--- src/rtl/button_debounce.sv ---
// -----------------------------------------------------------------------------
// button_debounce
//   Debounces one raw push-button sampled on rising edges of a slow divider
//   output (clk_deb), producing a clean level and one-clk press/release pulses.
//   clk_deb is treated purely as a sample strobe; all logic runs on clk.
//
//   Optional feature: define AUTO_REPEAT_EN to make a held button emit extra
//   btn_press pulses after REPEAT_DELAY ticks, then every REPEAT_RATE ticks.
//
// Ports
//   clk          in   system clock
//   rst_n        in   asynchronous reset, active low
//   clk_deb      in   slow divider output; each rising edge is one sample tick
//   btn_in       in   raw asynchronous button, 1 = pressed
//   btn_level    out  debounced level (registered)
//   btn_press    out  one-clk pulse on accepted 0->1 (and auto-repeat)
//   btn_release  out  one-clk pulse on accepted 1->0
// -----------------------------------------------------------------------------
module button_debounce #(
    parameter int unsigned STABLE_CNT   = 4,
    parameter int unsigned REPEAT_DELAY = 32,
    parameter int unsigned REPEAT_RATE  = 8
) (
    input  logic clk,
    input  logic rst_n,
    input  logic clk_deb,
    input  logic btn_in,
    output logic btn_level,
    output logic btn_press,
    output logic btn_release
);

    localparam int unsigned CNT_W = $clog2(STABLE_CNT + 1);
    localparam logic [CNT_W-1:0] CNT_ONE  = CNT_W'(1);
    localparam logic [CNT_W-1:0] CNT_LAST = CNT_W'(STABLE_CNT - 1);
    localparam logic [CNT_W-1:0] CNT_MAX  = CNT_W'(STABLE_CNT);

    typedef enum logic [1:0] {
        S_RELEASED   = 2'd0,
        S_PRESS_WAIT = 2'd1,
        S_PRESSED    = 2'd2,
        S_REL_WAIT   = 2'd3
    } state_t;

    state_t           state;
    logic [CNT_W-1:0] cnt;
    logic [1:0]       btn_sync;
    logic [1:0]       deb_sync;
    logic             deb_prev;
    logic             tick;
    logic             sample;

    // Two-flop synchronizers plus one history flop for clk_deb edge detection
    always_ff @(posedge clk or negedge rst_n) begin
        if (!rst_n) begin
            btn_sync <= 2'b00;
            deb_sync <= 2'b00;
            deb_prev <= 1'b0;
        end else begin
            btn_sync <= {btn_sync[0], btn_in};
            deb_sync <= {deb_sync[0], clk_deb};
            deb_prev <= deb_sync[1];
        end
    end

    assign tick   = deb_sync[1] & ~deb_prev;
    assign sample = btn_sync[1];

`ifdef AUTO_REPEAT_EN
    localparam logic [7:0] REP_DELAY = 8'(REPEAT_DELAY);
    localparam logic [7:0] REP_RATE  = 8'(REPEAT_RATE);

    // rep_armed: first repeat already issued, so rep_cnt now measures REP_RATE
    logic [7:0] rep_cnt;
    logic       rep_armed;
`else
    logic unused_cfg;
    assign unused_cfg = ^{8'(REPEAT_DELAY), 8'(REPEAT_RATE)};
`endif

    // Debounce FSM; advances only on ticks, outputs registered alongside state
    always_ff @(posedge clk or negedge rst_n) begin
        if (!rst_n) begin
            state       <= S_RELEASED;
            cnt         <= '0;
            btn_level   <= 1'b0;
            btn_press   <= 1'b0;
            btn_release <= 1'b0;
`ifdef AUTO_REPEAT_EN
            rep_cnt     <= 8'd0;
            rep_armed   <= 1'b0;
`endif
        end else begin
            btn_press   <= 1'b0;
            btn_release <= 1'b0;
            if (tick) begin
                case (state)
                    S_RELEASED: begin
                        if (sample) begin
                            state <= S_PRESS_WAIT;
                            cnt   <= CNT_ONE;
                        end
                    end
                    S_PRESS_WAIT: begin
                        if (!sample) begin
                            state <= S_RELEASED;
                            cnt   <= '0;
                        end else if (cnt >= CNT_LAST) begin
                            state     <= S_PRESSED;
                            cnt       <= '0;
                            btn_level <= 1'b1;
                            btn_press <= 1'b1;
`ifdef AUTO_REPEAT_EN
                            rep_cnt   <= 8'd0;
                            rep_armed <= 1'b0;
`endif
                        end else if (cnt < CNT_MAX) begin
                            cnt <= cnt + CNT_ONE;
                        end
                    end
                    S_PRESSED: begin
                        if (!sample) begin
                            state <= S_REL_WAIT;
                            cnt   <= CNT_ONE;
                        end
`ifdef AUTO_REPEAT_EN
                        else if (!rep_armed) begin
                            if (rep_cnt + 8'd1 == REP_DELAY) begin
                                btn_press <= 1'b1;
                                rep_armed <= 1'b1;
                                rep_cnt   <= 8'd0;
                            end else begin
                                rep_cnt <= rep_cnt + 8'd1;
                            end
                        end else begin
                            if (rep_cnt + 8'd1 == REP_RATE) begin
                                btn_press <= 1'b1;
                                rep_cnt   <= 8'd0;
                            end else begin
                                rep_cnt <= rep_cnt + 8'd1;
                            end
                        end
`endif
                    end
                    S_REL_WAIT: begin
                        // Repeat count is parked here so a bounce back resumes it
                        if (sample) begin
                            state <= S_PRESSED;
                            cnt   <= '0;
                        end else if (cnt >= CNT_LAST) begin
                            state       <= S_RELEASED;
                            cnt         <= '0;
                            btn_level   <= 1'b0;
                            btn_release <= 1'b1;
`ifdef AUTO_REPEAT_EN
                            rep_cnt     <= 8'd0;
                            rep_armed   <= 1'b0;
`endif
                        end else if (cnt < CNT_MAX) begin
                            cnt <= cnt + CNT_ONE;
                        end
                    end
                    default: begin
                        state <= S_RELEASED;
                        cnt   <= '0;
                    end
                endcase
            end
        end
    end

endmodule

--- config.mk ---
export PLATFORM = sky130hd
export DESIGN_NAME = button_debounce
export DESIGN_NICKNAME = d
export VERILOG_FILES = /design/src/rtl/button_debounce.sv
export SDC_FILE = /design/constraint.sdc
export NUM_CORES = 1
export LEC_CHECK = 0
export ABC_AREA = 0
export CAP_MARGIN = 5
export CORE_AREA = 5 5 42 44
export DETAILED_ROUTE_END_ITERATION = 16
export DIE_AREA = 0 0 47 49
export PLACE_DENSITY = 0.69
export SYNTH_ARGS = -nofsm -noshare
export SYNTH_HDL_FRONTEND = slang
export SYNTH_SLANG_ARGS = --single-unit
--- constraint.sdc ---
create_clock -name clk -period 2.02 [get_ports clk]
set_input_delay 0.303 -clock clk [delete_from_list [all_inputs] [get_ports clk]]
set_output_delay 0.303 -clock clk [all_outputs]
set_load 0.01 [all_outputs]
* Word-level counts from Yosys, hierarchy flattened *
Index checks and enable logic that the tools add are counted.

cells by class
  multiplexer cells = 26
  eq/ne operators = 11
  add/subtract/negate cells = 1
  reductions and logical operators = 5
  bitwise logic cells = 2
  $lt $le $gt $ge = 2

operators with widths
  cell                                                                                  number
  3-bit 2-to-1 mux                                                                      6
  2-bit 2-to-1 mux                                                                      6
  2-bit != test (second input constant)                                                 6
  3-bit one-hot mux with 4 select lines                                                 1
  1-bit 2-to-1 mux                                                                      11
  2-bit one-hot mux with 4 select lines                                                 1
  3-bit != test (second input constant)                                                 2
  6-bit AND reduction                                                                   1
  5-bit AND reduction                                                                   1
  2-bit == test (second input constant)                                                 2
  3-bit by 1-bit adder with 3-bit output (second input constant)                        1
  3-bit by 2-bit greater-or-equal comparator with 1-bit output (second input constant)  1
  3-bit less-than comparator (second input constant)                                    1
  3-bit AND reduction                                                                   1
  2-bit by 1-bit == test with 1-bit output (second input constant)                      1
  2-bit logical NOT                                                                     1
  1-bit one-hot mux with 2 select lines                                                 1
  2-bit nonzero test                                                                    1
  1-bit AND                                                                             1
  1-bit NOT                                                                             1

word-level totals
  word-level logic and storage cells = 55
  bits of input ports = 4
  register bits after elaboration = 13

* Logic depth before layout (Yosys ltp) *
Gate-level depths: netlist of the first run.

  depth in word-level cells = 5
  mapped depth = 4

* Least setup slack after synthesis of the first run *
No wires, ideal clock.

  kind = flip-flop to flip-flop
  start = reg cnt[0]
  end = reg (tool-made name)
  path slack = 589 ps
  arrival = 1303 ps
  cell stages (with the launch flop) = 5
  path buffers = 0
  setup time = 128 ps
  cell sequence = dfrtp_1 > ha_1 > a211o_1 > nand3_2 > mux2_1

RTL lines
  what                      RTL line  text
  start: declaration        46        logic [CNT_W-1:0] cnt;
  start signal: assignment  118       cnt <= cnt + CNT_ONE;
  start signal: assignment  160       cnt <= cnt + CNT_ONE;

==> results of run 1 <==
[worst paths after layout]
check / endpoint / slack, ns / depth (start not counted)
worst max-delay path: flop / 0.50 / 4
worst min-delay path: btn_sync[1] / 0.36 / 0
worst max register to register: flop / 0.50 / 4
worst min register to register: btn_sync[1] / 0.36 / 0
max in group asynchronous: cnt[1] / 1.26 / 1
min in group asynchronous: btn_sync[0] / 0.39 / 1
[cells by family (layout without fill, tap and decap cells)]
logic type | after synthesis | count (layout) | synth area share
multiplexers | 1 | 1 | 0.02158
buffers and inverters | 1 | 11 | 0.007187
flip-flops | 13 | 13 | 0.6235
AND/OR/NAND/NOR | 9 | 9 | 0.1391
AO/OA/AOI/OAI | 11 | 11 | 0.1535
adder cells (fa/ha/maj) | 1 | 1 | 0.02398
XOR/XNOR | 1 | 1 | 0.03118
[power by group]
part           internal (mW)  switching, mW
registers              0.311         0.0707
clock network         0.0763         0.0770
logic                  0.102         0.0862
total                  0.489          0.234
[flip-flops by register name, indices dropped and copies added (netlist names), named ones only]
register     count
deb_prev         1
btn_sync         2
cnt              3
state            1
btn_level        1
deb_sync         2
btn_release      1
btn_press        1
[metal layers]
metal / vias up / track usage
li1: 161 / -
met1: 161 / 0.1279
met2: 6 / 0.1063
met3: 2 / 0.04428
met4: 0 / 0.04147
met5: - / 0
[metrics by stage]
step           hold WS (ns)  cells  total power [mW]    util  setup WS [ns]
2_1_floorplan      0.007409     37            0.5090       -         0.5893
3_3_place_gp         0.3347     59            0.5651  0.4295         0.5497
3_5_place_dp         0.3373     59            0.5767  0.4295         0.5006
4_1_cts              0.3588     63            0.7306  0.4482         0.4955
5_1_grt              0.3731     63            0.7873  0.4482         0.4084
6_report             0.3560     63            0.7229  0.4482         0.5023
[area by class of cell]
cell class | instances | area, um2
clock buffers | 4 | 26.28
fillers | 137 | 773.2
inverters | 1 | 3.754
multi-input cells | 23 | 192.7
flip-flops and latches | 13 | 325.3
well taps | 16 | 20.02
repair buffers | 6 | 60.06
==> key figures, run 1 <==
Status
  • Run status: complete, no violations

Worst setup path
  • Type of element launching the critical path: flop
  • Top cell family by delay on the critical path: flip-flops
  • R2R Path Start: cnt[0]
  • Worst path required time: 2.16 ns
  • Signal arrival time at the worst endpoint: 1.66 ns
  • Maximum net fanout on the critical path: 6
  • CP peak stage delay: 0.43 ns
  • Cells along the critical path: ha_1 -> a211o_1 -> nand3_2 -> mux2_1
  • Worst Path Class, Setup: reg -> reg
  • Buffer and inverter count on the worst path: 0
  • CP endpoint kind: flop
  • Launch point of the worst path: cnt[0]
  • Crit-path slowest cell: sky130_fd_sc_hd__dfrtp_1

Die
  • Placeable Area: 1401 um2
  • Height of the die: 49 um
  • Initial core utilization: 0.3723
  • Total die area: around 2300 um2
  • Die Wd: 47 um
  • Placement Rows: 14
  • I/O pin count: 7

Timing
  • F_max: 658.9 MHz
  • Unrepaired setup endpoints after global routing: no
  • Share of the cycle needed by the critical path after routing: 0.7513
  • Final count of pins violating max slew: 0
  • Setup-failing EPs final: 0
  • Worst slew pin tran: 0.5516 ns
  • Tightest slew margin relative to the limit: 0.6311
  • Final critical delay including setup and external delays: 1.518 ns
  • Final number of hold-violating endpoints: 0
  • Clock Skew: about 0.0032 ns
  • Total negative setup slack: 0 ns

Detailed routing
  • Average wire per cell in the routed design: 12.46 um
  • Iteration-0 DRC count of the detailed router: 4
  • Number of optimization iterations in the first detailed-route pass: 4
  • Detailed route wirelength on metal3: roughly 45 um
  • Routed length on met2: 359 um
  • # DRC: 0
  • Post-route antenna net violation count: 0
  • DR vias: 330
  • Routed vias/inst: 5.238
  • Highest metal layer used by the detailed router: met4
  • Met1 Wirelength: 376 um
  • Aggregate routed wire length: 785 um

Flow run
  • Max-Cap Viols: 0

Clocking
  • Clock tree from TritonCTS: yes
  • Number of buffers added by the clock tree synthesis step: 3
  • # resized after CTS: 0
  • CTS clock-pin slew for the worst setup and hold paths: 0.08 ns
  • Quantity of hold-fixing buffers added after cts: 0
  • Max Buffers Root-to-Sink: 2
  • CTS Root Buffer Type: sky130_fd_sc_hd__clkbuf_4
  • Number of H-tree levels: 1
  • # Post-CTS Setup Buffers: 0
  • Insertion delay to the later sink of the worst-skew pair: 0.26 ns
  • CTS sink count: 13

Finish
  • Post-synthesis to final-layout area growth: 20.38%
  • Leading cell type in the layout, fill and taps excluded: sky130_fd_sc_hd__dfrtp_1
  • Number of nets in the finished design: 53
  • Most frequent cells in the layout: sky130_fd_sc_hd__dfrtp_1 (13), sky130_fd_sc_hd__clkdlybuf4s50_1 (6), sky130_fd_sc_hd__nor3b_1 (3), sky130_fd_sc_hd__clkbuf_4 (3), sky130_fd_sc_hd__a21oi_1 (2)
  • Final cell area excluding filler cells: 628.1 um2
  • Share of post-route cells with drive strength above 1: 0.1489
  • Diodes inserted: 0

GRT
  • Largest net degree at the start of global routing: 14
  • Via count of the first global-routing pass: 310
  • Global routing usage summed across all routing layers: 0.08817
  • Global-route wire length before repair: 1.428 mm
  • Total gr overflow: 0
  • Number of antenna violations at the first check in global routing: 0

Yosys
  • Main synth FF type: sky130_fd_sc_hd__dfrtp_1
  • Synth area leader: sky130_fd_sc_hd__dfrtp_1
  • Fraction of synthesized cell area taken by the top area cell type: 0.6235
  • Synthesized instance count: 37
  • Post-synth cell types: 22
  • Post-synth EDFFs: 0
  • Proportion of synthesized flip-flops having asynchronous set or reset: 1.000
  • Avg Inst Size Synth: 14.10 um2
  • Synth area leaders: sky130_fd_sc_hd__dfrtp_1 (62%), sky130_fd_sc_hd__nor3b_1 (4.3%), sky130_fd_sc_hd__xor2_2 (3.1%), sky130_fd_sc_hd__nor2b_4 (2.6%), sky130_fd_sc_hd__ha_1 (2.4%)
  • Total nets after synthesis: 42
  • Top-count cell post-synth: sky130_fd_sc_hd__dfrtp_1
  • Number of warnings reported in the yosys synthesis log: 0
  • Netlist area before placement: 521.8 um2
  • Leading cell types by count after synthesis: sky130_fd_sc_hd__dfrtp_1 (13), sky130_fd_sc_hd__nor3b_1 (3), sky130_fd_sc_hd__a21oi_1 (2)
  • FF+latch count, synth: 13
  • Sequential area share after synthesis: 0.6235

Placement
  • Final HPWL DP: 584.2 um
  • Placed cell areas: 601.8 um2
  • Final Wtd Congestion: just over 0.7
  • Number of buffers added on ports: 6

Worst hold path
  • Min-Delay Path Class: reg -> reg
  • Startpoint of the tightest hold check path: btn_sync[0]

Pwr
  • Power density normalized to cell area: approximately 1200 nW/um2
  • Cell leakage power: 0.2719 nW
  • IR Drop Worst-Case VDD: 680.3 uV
Note: power is estimated with default switching activity, not from simulation.
==> run 2, diff against run 1 <==
--- a/config.mk
+++ b/config.mk
@@ -10,7 +10,7 @@
 export CORE_AREA = 5 5 42 44
 export DETAILED_ROUTE_END_ITERATION = 16
 export DIE_AREA = 0 0 47 49
-export PLACE_DENSITY = 0.69
+export PLACE_DENSITY = 0.71
 export SYNTH_ARGS = -nofsm -noshare
 export SYNTH_HDL_FRONTEND = slang
 export SYNTH_SLANG_ARGS = --single-unit
==> constraint.sdc (replaced) <==
create_clock -name clk -period 1.2 [get_ports clk]
set_input_delay 0.18 -clock clk [delete_from_list [all_inputs] [get_ports clk]]
set_output_delay 0.18 -clock clk [all_outputs]
set_load 0.01 [all_outputs]
==> key figures, run 2 (synthesized netlist as in run 1, its figures left out) <==
Worst setup path
  • Worst path required time: 1.37 ns (was 2.16 ns)
  • Launch point of the worst path: cnt[0] (unchanged)
  • Cells along the critical path: ha_2 -> a211o_1 -> nand3_2 -> mux2_4 (was ha_1 -> a211o_1 -> nand3_2 -> mux2_1)
  • Crit-path slowest cell: sky130_fd_sc_hd__dfrtp_1 (unchanged)
  • CP peak stage delay: 0.41 ns (was 0.43 ns)
  • Flop2flop setup slack: -0.17 ns (was 0.50 ns)
  • Signal arrival time at the worst endpoint: 1.54 ns (was 1.66 ns)
  • Number of cells on the worst reg-to-reg path: 4 (unchanged)
  • Worst Path Class, Setup: reg -> reg (unchanged)
  • CP endpoint kind: flop (unchanged)
  • R2R Path Start: cnt[0] (unchanged)
  • Maximum net fanout on the critical path: 3 (was 6)
  • Type of element launching the critical path: flop (unchanged)

GRT
  • Total gr overflow: 0 (unchanged)
  • Via count of the first global-routing pass: 394 (was 310)
  • Largest net degree at the start of global routing: 14 (unchanged)
  • Global-route wire length before repair: 1.952 mm (was 1.428 mm)
  • Number of antenna violations at the first check in global routing: 0 (unchanged)
  • Global routing usage summed across all routing layers: 0.1217 (was 0.08817)

Placement
  • Final HPWL DP: 687.9 um (was 584.2 um)
  • Final Wtd Congestion: 0.7437 (was 0.7066)
  • Number of buffers added on ports: 6 (unchanged)

Die
  • Placement Rows: 14 (unchanged)
  • Height of the die: 49 um (unchanged)
  • Total die area: 2303 um2 (unchanged)
  • Initial core utilization: 0.3723 (unchanged)
  • Placeable Area: 1401 um2 (unchanged)
  • Die Wd: 47 um (unchanged)
  • I/O pin count: 7 (unchanged)

Pwr
  • Power density normalized to cell area: 1996 nW/um2 (was 1151 nW/um2)
  • Total internal power: 1.039 mW (was 489.0 uW)
  • Share of power burned in combinational logic: 0.430 (was 0.260)
  • Cell leakage power: 0.3677 nW (was 0.2719 nW)
  • Sequential cell fraction of total power: 0.391 (was 0.528)
  • Relative contribution of the clock network to total power: 0.178 (was 0.212)
  • IR Drop Worst-Case VDD: 911.6 uV (was 680.3 uV)
  • Net switching power figure: 507.1 uW (was 233.9 uW)
  • Switching part of the total: 0.3280 (was 0.3235)

Detailed routing
  • # DRC: 0 (unchanged)
  • Number of optimization iterations in the first detailed-route pass: 3 (was 4)
  • Post-route antenna net violation count: 0 (unchanged)
  • Routed vias/inst: 5.154 (was 5.238)
  • Iteration-0 DRC count of the detailed router: 4 (unchanged)
  • Aggregate routed wire length: 1.102 mm (was 785 um)
  • Average wire per cell in the routed design: 14.13 um (was 12.46 um)
  • DR vias: 402 (was 330)

Finish
  • Post-synthesis to final-layout area growth: 48.44% (was 20.38%)
  • Most frequent cells in the layout: sky130_fd_sc_hd__buf_4 (14), sky130_fd_sc_hd__dfrtp_1 (13), sky130_fd_sc_hd__clkbuf_4 (3), sky130_fd_sc_hd__clkdlybuf4s50_1 (3), sky130_fd_sc_hd__dlygate4sd2_1 (3) (was sky130_fd_sc_hd__dfrtp_1 (13), sky130_fd_sc_hd__clkdlybuf4s50_1 (6), sky130_fd_sc_hd__nor3b_1 (3), sky130_fd_sc_hd__clkbuf_4 (3), sky130_fd_sc_hd__a21oi_1 (2))
  • Most flops, register: cnt (unchanged)
  • Number of nets in the finished design: 68 (was 53)
  • Flip-flop count of the largest register, all copies and words added: 3 (unchanged)
  • Share of post-route cells with drive strength above 1: 0.4677 (was 0.1489)
  • Leading registers by flop count: cnt x3, btn_sync x2, deb_sync x2 (unchanged)
  • Leading cell type in the layout, fill and taps excluded: sky130_fd_sc_hd__buf_4 (was sky130_fd_sc_hd__dfrtp_1)
  • Diodes inserted: 0 (unchanged)

Timing
  • Unrepaired setup endpoints after global routing: yes (was no)
  • Worst Hold Slack: 0.2003 ns (was 0.3560 ns)
  • Total negative setup slack: -0.6702 ns (was 0 ns)
  • Final number of hold-violating endpoints: 0 (unchanged)
  • Final count of pins violating max slew: 0 (unchanged)
  • Setup-failing EPs final: 7 (was 0)
  • Final setup margin: -0.1656 ns (was 0.5023 ns)
  • Worst slew pin tran: 0.2874 ns (was 0.5516 ns)
  • F_max: 732.3 MHz (was 658.9 MHz)
  • Final critical delay including setup and external delays: 1.366 ns (was 1.518 ns)
  • Tightest slew margin relative to the limit: 0.8084 (was 0.6311)
  • Clock Skew: 0.004840 ns (was 0.003201 ns)
  • Share of the cycle needed by the critical path after routing: 1.138 (was 0.7513)

Status
  • Failing checks: negative setup slack
  • Run status: finished with violations (was complete, no violations)

Clocking
  • CTS Root Buffer Type: sky130_fd_sc_hd__clkbuf_4 (unchanged)
  • Clock tree from TritonCTS: yes (unchanged)
  • Number of buffers added by the clock tree synthesis step: 3 (unchanged)
  • CTS sink count: 13 (unchanged)
  • CTS clock-pin slew for the worst setup and hold paths: 0.08 ns (about the same)
  • Insertion delay to the later sink of the worst-skew pair: 0.28 ns (was 0.26 ns)
  • Quantity of hold-fixing buffers added after cts: 0 (unchanged)
  • Number of H-tree levels: 1 (unchanged)
  • Max Buffers Root-to-Sink: 2 (unchanged)

Flow run
  • Max-Cap Viols: 0 (unchanged)

Worst hold path
  • Min-Delay Path Class: in -> async (was reg -> reg)
-- run 2: changes by cell type in the layout (fill, tap and decap cells not counted), moves of 2 or more --
cell	before	now
sky130_fd_sc_hd__nor3b_2	0	2
sky130_fd_sc_hd__clkdlybuf4s50_1	6	3
sky130_fd_sc_hd__nor3b_1	3	1
sky130_fd_sc_hd__dlygate4sd2_1	0	3
sky130_fd_sc_hd__buf_4	0	14
-- run 2: metrics by stage --
stage | instance area (um2) | setup WS (ns) | util | power, mW | instances
final | 774.5 | -0.1656 | 0.5527 | 1.546 | 78
after global routing | 774.5 | -0.2256 | 0.5527 | 1.668 | 78
after CTS | 752.0 | -0.1347 | 0.5366 | 1.478 | 75
after detailed placement | 675.6 | -0.1458 | 0.4821 | 1.123 | 68
after global placement | 675.6 | -0.1132 | 0.4821 | 1.105 | 68
after floorplan | 528.0 | -0.1396 | - | 0.8738 | 37
-- run 2: worst min-delay path by stage --
| stage | start | slack [ns] | to |
|---|---|---|---|
| floorplan | rst_n | -0.12 | asynchronous set/reset pin |
| global placement | btn_sync[0] | 0.33 | btn_sync[1] |
| detailed placement | deb_sync[0] | 0.34 | deb_sync[1] |
| CTS | rst_n | 0.20 | deb_sync[0] |
| global route | rst_n | 0.20 | deb_sync[0] |
| finish | rst_n | 0.20 | cnt[0] |
-- run 2: area by class of cell --
| type | instances | area [um2] |
|---|---|---|
| repair buffers | 21 | 172.7 |
| multi-input cells | 23 | 226.5 |
| well taps | 16 | 20.02 |
| flip-flops and latches | 13 | 325.3 |
| inverters | 1 | 3.754 |
| fillers | 123 | 626.9 |
| clock buffers | 4 | 26.28 |
-- run 2: critical path: cells and delay by family, from the launching register on --
| kind | cells | cell delay, ns |
|---|---|---|
| mux | 1 | 0.29 |
| flops | 1 | 0.41 |
| fa+ha+maj | 1 | 0.21 |
| compound gates | 1 | 0.25 |
| simple gates | 1 | 0.10 |
-- run 2: what timing repair did --
action	in CTS	in global routing
pin swaps	3	6
endpoints found under the setup margin	9	8
gates resized for setup	10	0
buffers inserted	4	3
-- run 2: layer usage --
| layer | vias to the layer above | share of wire | track usage |
|---|---|---|---|
| li1 | 187 | - | - |
| met1 | 206 | 0.43 | 0.1528 |
| met2 | 7 | 0.51 | 0.1810 |
| met3 | 2 | 0.040 | 0.04428 |
| met4 | 0 | 0.019 | 0.05530 |
| met5 | - | 0 | 0 |
-- run 2: power groups by stage --
stage | registers [mW] | logic (mW) | clock network (mW)
2_1_floorplan | 0.632 | 0.242 | 0
3_3_place_gp | 0.609 | 0.496 | 0
3_5_place_dp | 0.613 | 0.510 | 0
4_1_cts | 0.608 | 0.588 | 0.282
5_1_grt | 0.620 | 0.727 | 0.322
6_report | 0.605 | 0.665 | 0.276
